<file path="src/rtl/addsub_pipe.sv">
// rtl/addsub_pipe.sv - pipelined WIDTH-bit add/sub with handshake, saturation and overflow counter
module addsub_pipe #(
    parameter int WIDTH  = 32,
    parameter int STAGES = 4,
    parameter int CNT_W  = 16
) (
    input  logic             clk,
    input  logic             rst,
    input  logic             in_valid,
    output logic             in_ready,
    input  logic [WIDTH-1:0] A,
    input  logic [WIDTH-1:0] B,
    input  logic             SUB,
    input  logic             SAT,
    output logic             out_valid,
    input  logic             out_ready,
    output logic [WIDTH-1:0] ans,
    output logic             cout,
    output logic             V,
    output logic [CNT_W-1:0] ovf_count
);

    localparam int SEG  = WIDTH / STAGES;
    localparam int LAST = STAGES - 1;

    // Inputs seen by each carry segment: full operands, partial sum, carry-in, control bits.
    logic [WIDTH-1:0] st_a   [STAGES];
    logic [WIDTH-1:0] st_b   [STAGES];
    logic [WIDTH-1:0] st_s   [STAGES];
    logic             st_c   [STAGES];
    logic             st_v   [STAGES];
    logic             st_sat [STAGES];

    logic             stall;
    logic [WIDTH-1:0] fin_sum;
    logic             fin_c;

    logic             out_valid_q;
    logic [WIDTH-1:0] ans_q, ans_d;
    logic             cout_q, cout_d;
    logic             v_q, v_d;
    logic [CNT_W-1:0] ovf_cnt_q, ovf_cnt_d;

    // The whole pipeline freezes only when a finished result is waiting on the consumer.
    assign stall    = out_valid_q && !out_ready;
    assign in_ready = !stall;

    // Segment 0 takes the raw operands; subtract is A + ~B with the +1 fed in as carry-in.
    assign st_a[0]   = A;
    assign st_b[0]   = SUB ? ~B : B;
    assign st_s[0]   = '0;
    assign st_c[0]   = SUB;
    assign st_v[0]   = in_valid;
    assign st_sat[0] = SAT;

    for (genvar k = 0; k < STAGES; k++) begin : g_stage
        logic [SEG:0]     seg_sum;
        logic [WIDTH-1:0] sum_nxt;

        assign seg_sum = {1'b0, st_a[k][k*SEG +: SEG]} + {1'b0, st_b[k][k*SEG +: SEG]}
                       + {{SEG{1'b0}}, st_c[k]};

        // Splice this segment's sum into the partial result carried along the pipe.
        always_comb begin
            sum_nxt                 = st_s[k];
            sum_nxt[k*SEG +: SEG]   = seg_sum[SEG-1:0];
        end

        if (k < LAST) begin : g_reg
            logic             v_q, c_q, sat_q;
            logic [WIDTH-1:0] a_q, b_q, s_q;

            // Stage register: advances whenever the output is not blocked; only valid is reset.
            always_ff @(posedge clk) begin
                if (rst) begin
                    v_q <= 1'b0;
                end else if (!stall) begin
                    v_q   <= st_v[k];
                    c_q   <= seg_sum[SEG];
                    sat_q <= st_sat[k];
                    a_q   <= st_a[k];
                    b_q   <= st_b[k];
                    s_q   <= sum_nxt;
                end
            end

            assign st_a[k+1]   = a_q;
            assign st_b[k+1]   = b_q;
            assign st_s[k+1]   = s_q;
            assign st_c[k+1]   = c_q;
            assign st_v[k+1]   = v_q;
            assign st_sat[k+1] = sat_q;
        end else begin : g_last
            assign fin_sum = sum_nxt;
            assign fin_c   = seg_sum[SEG];
        end
    end

    // Final flags and the optional clamp; cout/V always report the unclamped result.
    always_comb begin
        cout_d = fin_c;
        v_d    = (st_a[LAST][WIDTH-1] == st_b[LAST][WIDTH-1]) &&
                 (fin_sum[WIDTH-1] != st_a[LAST][WIDTH-1]);
        ans_d  = fin_sum;
        if (st_sat[LAST] && v_d) begin
            ans_d = st_a[LAST][WIDTH-1] ? {1'b1, {(WIDTH-1){1'b0}}}
                                        : {1'b0, {(WIDTH-1){1'b1}}};
        end
    end

    // Overflow event counter: counts delivered results with V set, sticks at all-ones.
    always_comb begin
        ovf_cnt_d = ovf_cnt_q;
        if (out_valid_q && out_ready && v_q && (ovf_cnt_q != {CNT_W{1'b1}})) begin
            ovf_cnt_d = ovf_cnt_q + CNT_W'(1);
        end
    end

    // Output register: loads only real results so ans/cout/V keep their last value otherwise.
    always_ff @(posedge clk) begin
        if (rst) begin
            out_valid_q <= 1'b0;
            ans_q       <= '0;
            cout_q      <= 1'b0;
            v_q         <= 1'b0;
            ovf_cnt_q   <= '0;
        end else begin
            if (!stall) begin
                out_valid_q <= st_v[LAST];
                if (st_v[LAST]) begin
                    ans_q  <= ans_d;
                    cout_q <= cout_d;
                    v_q    <= v_d;
                end
            end
            ovf_cnt_q <= ovf_cnt_d;
        end
    end

    assign out_valid = out_valid_q;
    assign ans       = ans_q;
    assign cout      = cout_q;
    assign V         = v_q;
    assign ovf_count = ovf_cnt_q;

endmodule

</file>
<file path="config.mk">
export PLATFORM = sky130hd
export DESIGN_NAME = addsub_pipe
export DESIGN_NICKNAME = d
export VERILOG_FILES = /design/src/rtl/addsub_pipe.sv
export SDC_FILE = /design/constraint.sdc
export NUM_CORES = 1
export LEC_CHECK = 0
export ABC_CLOCK_PERIOD_IN_PS = 7100
export CAP_MARGIN = 40
export CORE_MARGIN = 4
export CORE_UTILIZATION = 45
export CTS_CLUSTER_DIAMETER = 80
export DETAILED_ROUTE_END_ITERATION = 10
export GPL_TIMING_DRIVEN = 1
export MAX_ROUTING_LAYER = met4
export PLACE_DENSITY = 0.68
export SYNTH_ARGS = -nofsm -noshare
export SYNTH_HDL_FRONTEND = slang
export SYNTH_SLANG_ARGS = --single-unit
</file>
<file path="constraint.sdc">
create_clock -name clk -period 7.1 [get_ports clk]
set_input_delay 1.065 -clock clk [delete_from_list [all_inputs] [get_ports clk]]
set_output_delay 1.065 -clock clk [all_outputs]
set_load 0.02 [all_outputs]
</file>
==> results of run 1 <==
path summary, 6_finish.rpt:
path                                                            to  slack, ns  cells after the start
worst max-delay path             g_stage[2].g_reg.s_q[7]$_DFFE_PP_       3.12                      5
worst min-delay path            g_stage[2].g_reg.b_q[26]$_DFFE_PP_       0.41                      0
worst max register to register  g_stage[1].g_reg.s_q[14]$_DFFE_PP_       4.78                      8
worst min register to register  g_stage[2].g_reg.b_q[26]$_DFFE_PP_       0.41                      0
sequential cells by signal, summed over array words and instances, names as in the netlist:
name                 count
ans                     32
g_stage.g_reg.sat_q      3
g_stage.g_reg.v_q        3
g_stage.g_reg.s_q       48
g_stage.g_reg.b_q       48
V                        1
g_stage.g_reg.c_q        3
g_stage.g_reg.a_q       48
ovf_count               16
cout                     1
out_valid                1
cells in the mapped netlist (5+ instances only):
library cell	number	area, µm²
nand2_1	11	41.3
a21oi_1	45	225
dfxtp_1	54	1080
a21o_1	7	52.6
or3_1	5	31.3
inv_1	18	67.6
edfxtp_1	150	4500
a21boi_0	5	37.5
xor2_1	39	342
xnor2_1	19	166
nor3_1	7	35.0
nor2_1	76	285
nand3_1	6	30.0
ha_1	29	363
clkbuf_1	13	48.8
o21ai_0	46	230
a31oi_1	5	31.3
fa_1	7	140
worst reg2reg max path, delay by kind of cell, from the launching register on:
family,cells,cell delay [ns]
simple gates,1,0.06
compound gates,4,0.88
fa+ha+maj,2,0.73
flops,1,0.41
buf+inv,1,0.11
layout by cell type, fill, tap and decap left out, drive strengths merged, types with 13 or more instances in the layout:
master	n
xnor2	19
edfxtp	150
o21ai	49
clkbuf	26
dfxtp	54
ha	29
inv	18
a21oi	45
clkdlybuf4s50	120
nand2	13
nor2	76
xor2	39
cells by family after synthesis:
family | after synthesis
AO/OA/AOI/OAI | 136
XOR/XNOR | 58
AND/OR/NAND/NOR | 136
multiplexers | 4
adder cells (fa/ha/maj) | 36
flip-flops | 204
buffers and inverters | 39
cell type report:
| cell class | instances | area, µm² | area share (%) |
|---|---|---|---|
| clock buffer | 26 | 544 | 5.20 |
| clock inverter | 11 | 153 | 1.46 |
| inverter | 18 | 67.6 | 0.646 |
| multi-input combinational | 370 | 2550 | 24.4 |
| sequential | 204 | 5590 | 53.4 |
| tap | 229 | 287 | 2.74 |
| timing repair buffer | 127 | 1280 | 12.2 |
power breakdown:
| group | internal (mW) | total (mW) | switching (mW) |
|---|---|---|---|
| clock network | 0.687 | 1.10 | 0.410 |
| registers | 1.39 | 1.42 | 0.0284 |
| logic | 0.127 | 0.266 | 0.139 |
routing by layer:
metal / track usage (%) / wire length, µm
met1: 19.5 / 6550
met3: 2.46 / 871
met4: 4.46 / 332
met5: - / 0
met2: 24.5 / 7060
==> results.toml, run 1 <==
[placement]
io_buffers = 121
dp_cells = 948
place_ws_ns = 2.65
post-dp-hpwl_um = 10600
placed_area_mm2 = 0.00977
gp_congestion = 0.858

[cells_and_area]
drive_gt1_share_pct = 7.01
nFillCells = 1436
area_growth_pct = 26.4
final_cells = 985
fin_util_pct = 58.1
fin_nets = 848
diodes = 0
final_area_mm2 = 0.0105

[grt]
grt_usage_pct = 15.0
grt_max_degree = 62
overflow = 0
grt_pass1_wl_um = 24600
grt_pass1_vias = 5165
antenna_found_initial = 0

[cts]
cts.sinks = 204
cts_buffers = 21
cts_max_path_buffers = 3
postCtsSetupRepairBufs = 0
root_buffer = "clkbuf_16"
worstSkewPairLatency_ns = 0.48
ctsHoldBuffers = 0
post_cts_resized = 0
ctsHtreeMaxLevel = 1
cts_tree = "done"
path_clk_slew_ns = 0.06

[synth]
async_flop_share_pct = 0
synthesis.nets = 719
synthXorXnorAreaFrac_pct = 6.14
synth_area_per_cell_um2 = 13.5
synthAdderAreaFrac_pct = 6.08
yosys_warnings = 0
syn_inst = 613
ys.flop_type = "edfxtp_1"
ys_seq_elements = 204
synth_compound_area_share_pct = 9.52
yosys.cell_types.count = 57
yosysSeqAreaShare_pct = 67.5
synth_edf_count = 150
synth_top_family_by_area = "compound AO/OA/AOI/OAI gates"
synthMuxAreaShare_pct = 0.499
netlist_area_mm2 = 0.00828
yosys.area_share.simple_pct = 8.44

[worst_setup_path]
path_max_fanout = 61
cp_slowest_cell = "inv_1"
startpoint = "rst"
startpoint_type = "input pin"
critical-path-top-delay-family = "buffers and inverters"
rr_startpoint = "g_stage[0].g_reg.c_q$_DFFE_PP_"
crit_type = "input pin to register"
crit_buf_inv = 4
critPathMaxStageDelay_ns = 0.87
crit_chain = "clkdlybuf4s50_1, inv_1, and2_4, buf_16, buf_4"
critPathArrivalTime_ns = 4.10
crit_required_ns = 7.22
crit_path_end_kind = "register"

[timing]
tightest_slew_ns = 0.900
fin_worst_skew_ns = 0.0145
hold_slack_ns = 0.407
hold_viol_final = 0
report.final.slew_viol_count = 0
fin_crit_sh_pct = 56.0
worst_slack_ns = 3.12
min_period_ns = 3.98
rsz0062_at_grt = "false"
setup_viol = 0
fmax_ghz = 0.251
slew_headroom_pct = 40.0
fin_tns_setup_ns = 0

[hold_path]
min-delay-path-class = "register to register"
hp-start = "g_stage[1].g_reg.b_q[26]$_DFFE_PP_"

[status]
status = "finished, final reports clean"

[power_and_ir_drop]
peakVddDrop_uv = 177
finalPower_mw = 2.78
leakage_nw = 3.88
powerDensity_mw_per_mm2 = 266

[routing]
viasPerCell = 5.11
vias = 5032
first_iter_violations = 223
drtAntennaViolNets = 0
drc = 0
dr.pass1.iters = 4
wirelength_um = 14800
routedWlPerCell_um = 15.0

[floorplanning]
pin_count = 122
die_width_um = 144
start_util_pct = 45.9
row_count = 49
die_h_um = 144
fp.coreArea_mm2 = 0.0180
dieArea_mm2 = 0.0206

[run]
drv_cap = 0
(Power assumes the default switching activity.)
==> run 2, diff against run 1 <==
--- a/config.mk
+++ b/config.mk
@@ -5,7 +5,7 @@
 export SDC_FILE = /design/constraint.sdc
 export NUM_CORES = 1
 export LEC_CHECK = 0
-export ABC_CLOCK_PERIOD_IN_PS = 7100
+export ABC_CLOCK_PERIOD_IN_PS = 3300
 export CAP_MARGIN = 40
 export CORE_MARGIN = 4
 export CORE_UTILIZATION = 45
@@ -13,7 +13,7 @@
 export DETAILED_ROUTE_END_ITERATION = 10
 export GPL_TIMING_DRIVEN = 1
 export MAX_ROUTING_LAYER = met4
-export PLACE_DENSITY = 0.68
+export PLACE_DENSITY = 0.71
 export SYNTH_ARGS = -nofsm -noshare
 export SYNTH_HDL_FRONTEND = slang
 export SYNTH_SLANG_ARGS = --single-unit
==> constraint.sdc (replaced) <==
create_clock -name clk -period 3.3 [get_ports clk]
set_input_delay 0.495 -clock clk [delete_from_list [all_inputs] [get_ports clk]]
set_output_delay 0.495 -clock clk [all_outputs]
set_load 0.02 [all_outputs]
==> run 2 against run 1 <==
- clock skew fell by 0.0028 ns
- combinational power rose by 120%
- first-iteration DRC count rose by 34%
- worst setup slack got worse by 2.4 ns
- clock-buffer cell count did not move
- final cell count rose by 0.51%
- core utilization rose by 0.60 points
- critical path depth rose by 3
- via count rose by 0.97%
- sequential share of layout area fell by 0.54 points
- highest routed layer unchanged
==> results.toml, run 2 (synthesized netlist as in run 1, its figures left out) <==
[status]
status = "finished, final reports clean"

[timing]
hold_viol_final = 0
fin_tns_setup_ns = 0
fin_crit_sh_pct = 76.8
rsz0062_at_grt = "false"
fmax_ghz = 0.395
setup_viol = 0
min_period_ns = 2.53
report.final.slew_viol_count = 0
tightest_slew_ns = 0.548
hold_slack_ns = 0.418
fin_worst_skew_ns = 0.0118
slew_headroom_pct = 63.2

[cells_and_area]
layout_commonest_cell = "edfxtp_1"
fin_nets = 851
area_growth_pct = 27.7
drive_gt1_share_pct = 7.75
regArea_mm2 = 0.00559
mostFrequentLayoutCells = "150 x edfxtp_1, 120 x clkdlybuf4s50_1, 76 x nor2_1"
reg.largest.list = "g_stage.g_reg.a_q x48, g_stage.g_reg.b_q x48, g_stage.g_reg.s_q x48"
nFillCells = 1433
multi_input_area_mm2 = 0.00255
diodes = 0

[worst_setup_path]
critPathArrivalTime_ns = 2.76
path_max_fanout = 3
critPathMaxStageDelay_ns = 0.51
critical-path-top-delay-family = "compound AO/OA/AOI/OAI gates"
crit_buf_inv = 1
crit_required_ns = 3.52
startpoint_type = "input pin"
crit_path_end_kind = "register"
cpMostUsedCell = "a21oi_1"
crit_chain = "clkdlybuf4s50_1, mux2_2, fa_1, a21o_1, a21oi_1, nor2_1, o311ai_0, a21oi_1"
crit_type = "input pin to register"
cp_slowest_cell = "clkdlybuf4s50_1"

[routing]
vias = 5081
routedWlPerCell_um = 15.6
drtAntennaViolNets = 0
wirelength_um = 15400
viasPerCell = 5.13
first_iter_violations = 299
drc = 0
dr.pass1.iters = 5

[placement]
io_buffers = 121
gp_congestion = 0.853
post-dp-hpwl_um = 10700

[cts]
worstSkewPairLatency_ns = 0.49
ctsHoldBuffers = 0
post_cts_resized = 0
root_buffer = "clkbuf_16"
postCtsSetupRepairBufs = 0
cts_tree = "done"
cts_max_path_buffers = 3
cts_buffers = 22
path_clk_slew_ns = 0.06
cts.sinks = 204
ctsHtreeMaxLevel = 1

[grt]
grt_max_degree = 77
grt_pass1_wl_um = 24800
antenna_found_initial = 0
grt_usage_pct = 15.3
grt_pass1_vias = 5144
overflow = 0

[power_and_ir_drop]
powerDensity_mw_per_mm2 = 590
p_sw_mw = 1.31
leakage_nw = 3.93
power_frac_seq_pct = 48.9
pwr-share-clk_pct = 41.7
peakVddDrop_uv = 382
combPwrFrac_pct = 9.4
sw_frac_of_total_pct = 21.0
p_int_mw = 4.93

[floorplanning]
fp.coreArea_mm2 = 0.0180
die_h_um = 144
die_width_um = 144
pin_count = 122
row_count = 49
dieArea_mm2 = 0.0206
start_util_pct = 45.9

[hold_path]
min-delay-path-class = "register to register"

[run]
drv_cap = 0
==> run 2: routing by layer <==
metal | part of all wire (%) | global-route usage [%] | vias to the layer above
met5 | 0 | - | -
met4 | 1.6 | 4.31 | 0
met3 | 6.4 | 3.00 | 23
met2 | 49 | 26.1 | 151
met1 | 43 | 18.6 | 2400
li1 | - | - | 2507
==> run 2: worst register-to-register path, delay by kind of cell (launching register included) <==
| family | cells | cell delay (ns) |
|---|---|---|
| AOI/OAI and AO/OA | 4 | 1.08 |
| adders and majority gates | 2 | 0.72 |
| buffers and inverters | 1 | 0.11 |
| DFF | 1 | 0.39 |
| and+or+nand+nor | 1 | 0.05 |
==> run 2: power groups by stage <==
stage	clock network, mW	registers, mW	logic [mW]
6_report	2.60	3.05	0.588
2_1_floorplan	0	3.11	0.340
5_1_grt	2.78	3.06	0.652
3_3_place_gp	0	3.09	0.558
4_1_cts	2.66	3.05	0.592
3_5_place_dp	0	3.10	0.587
==> run 2: cell type report <==
class / instances / share of cell area [%]
multi-input cells: 370 / 24.1
inverters: 18 / 0.639
clock buffers: 26 / 5.55
clock inverters: 14 / 1.87
well taps: 229 / 2.71
repair buffers: 129 / 12.3
flip-flops and latches: 204 / 52.8
==> run 2: final timing paths <==
path              cells past startpoint                               start  slack (ns)                                 end
setup / recovery                      8                                B[0]        0.77      g_stage[0].g_reg.c_q$_DFFE_PP_
hold / removal                        0  g_stage[0].g_reg.a_q[24]$_DFFE_PP_        0.42  g_stage[1].g_reg.a_q[24]$_DFFE_PP_
setup reg to reg                      8      g_stage[0].g_reg.c_q$_DFFE_PP_        0.80  g_stage[1].g_reg.s_q[14]$_DFFE_PP_
hold reg to reg                       0  g_stage[0].g_reg.a_q[24]$_DFFE_PP_        0.42  g_stage[1].g_reg.a_q[24]$_DFFE_PP_
==> run 2: metrics by stage <==
step / cell area, µm² / setup WS (ns) / utilization, % / power (mW) / instances
5_1_grt: 10600 / 0.637 / 58.6 / 6.50 / 990
3_3_place_gp: 9770 / 0.355 / 54.2 / 3.65 / 949
6_report: 10600 / 0.765 / 58.6 / 6.24 / 990
3_5_place_dp: 9790 / 0.261 / 54.3 / 3.69 / 950
2_1_floorplan: 8280 / 0.159 / - / 3.45 / 613
4_1_cts: 10600 / 0.770 / 58.6 / 6.30 / 990
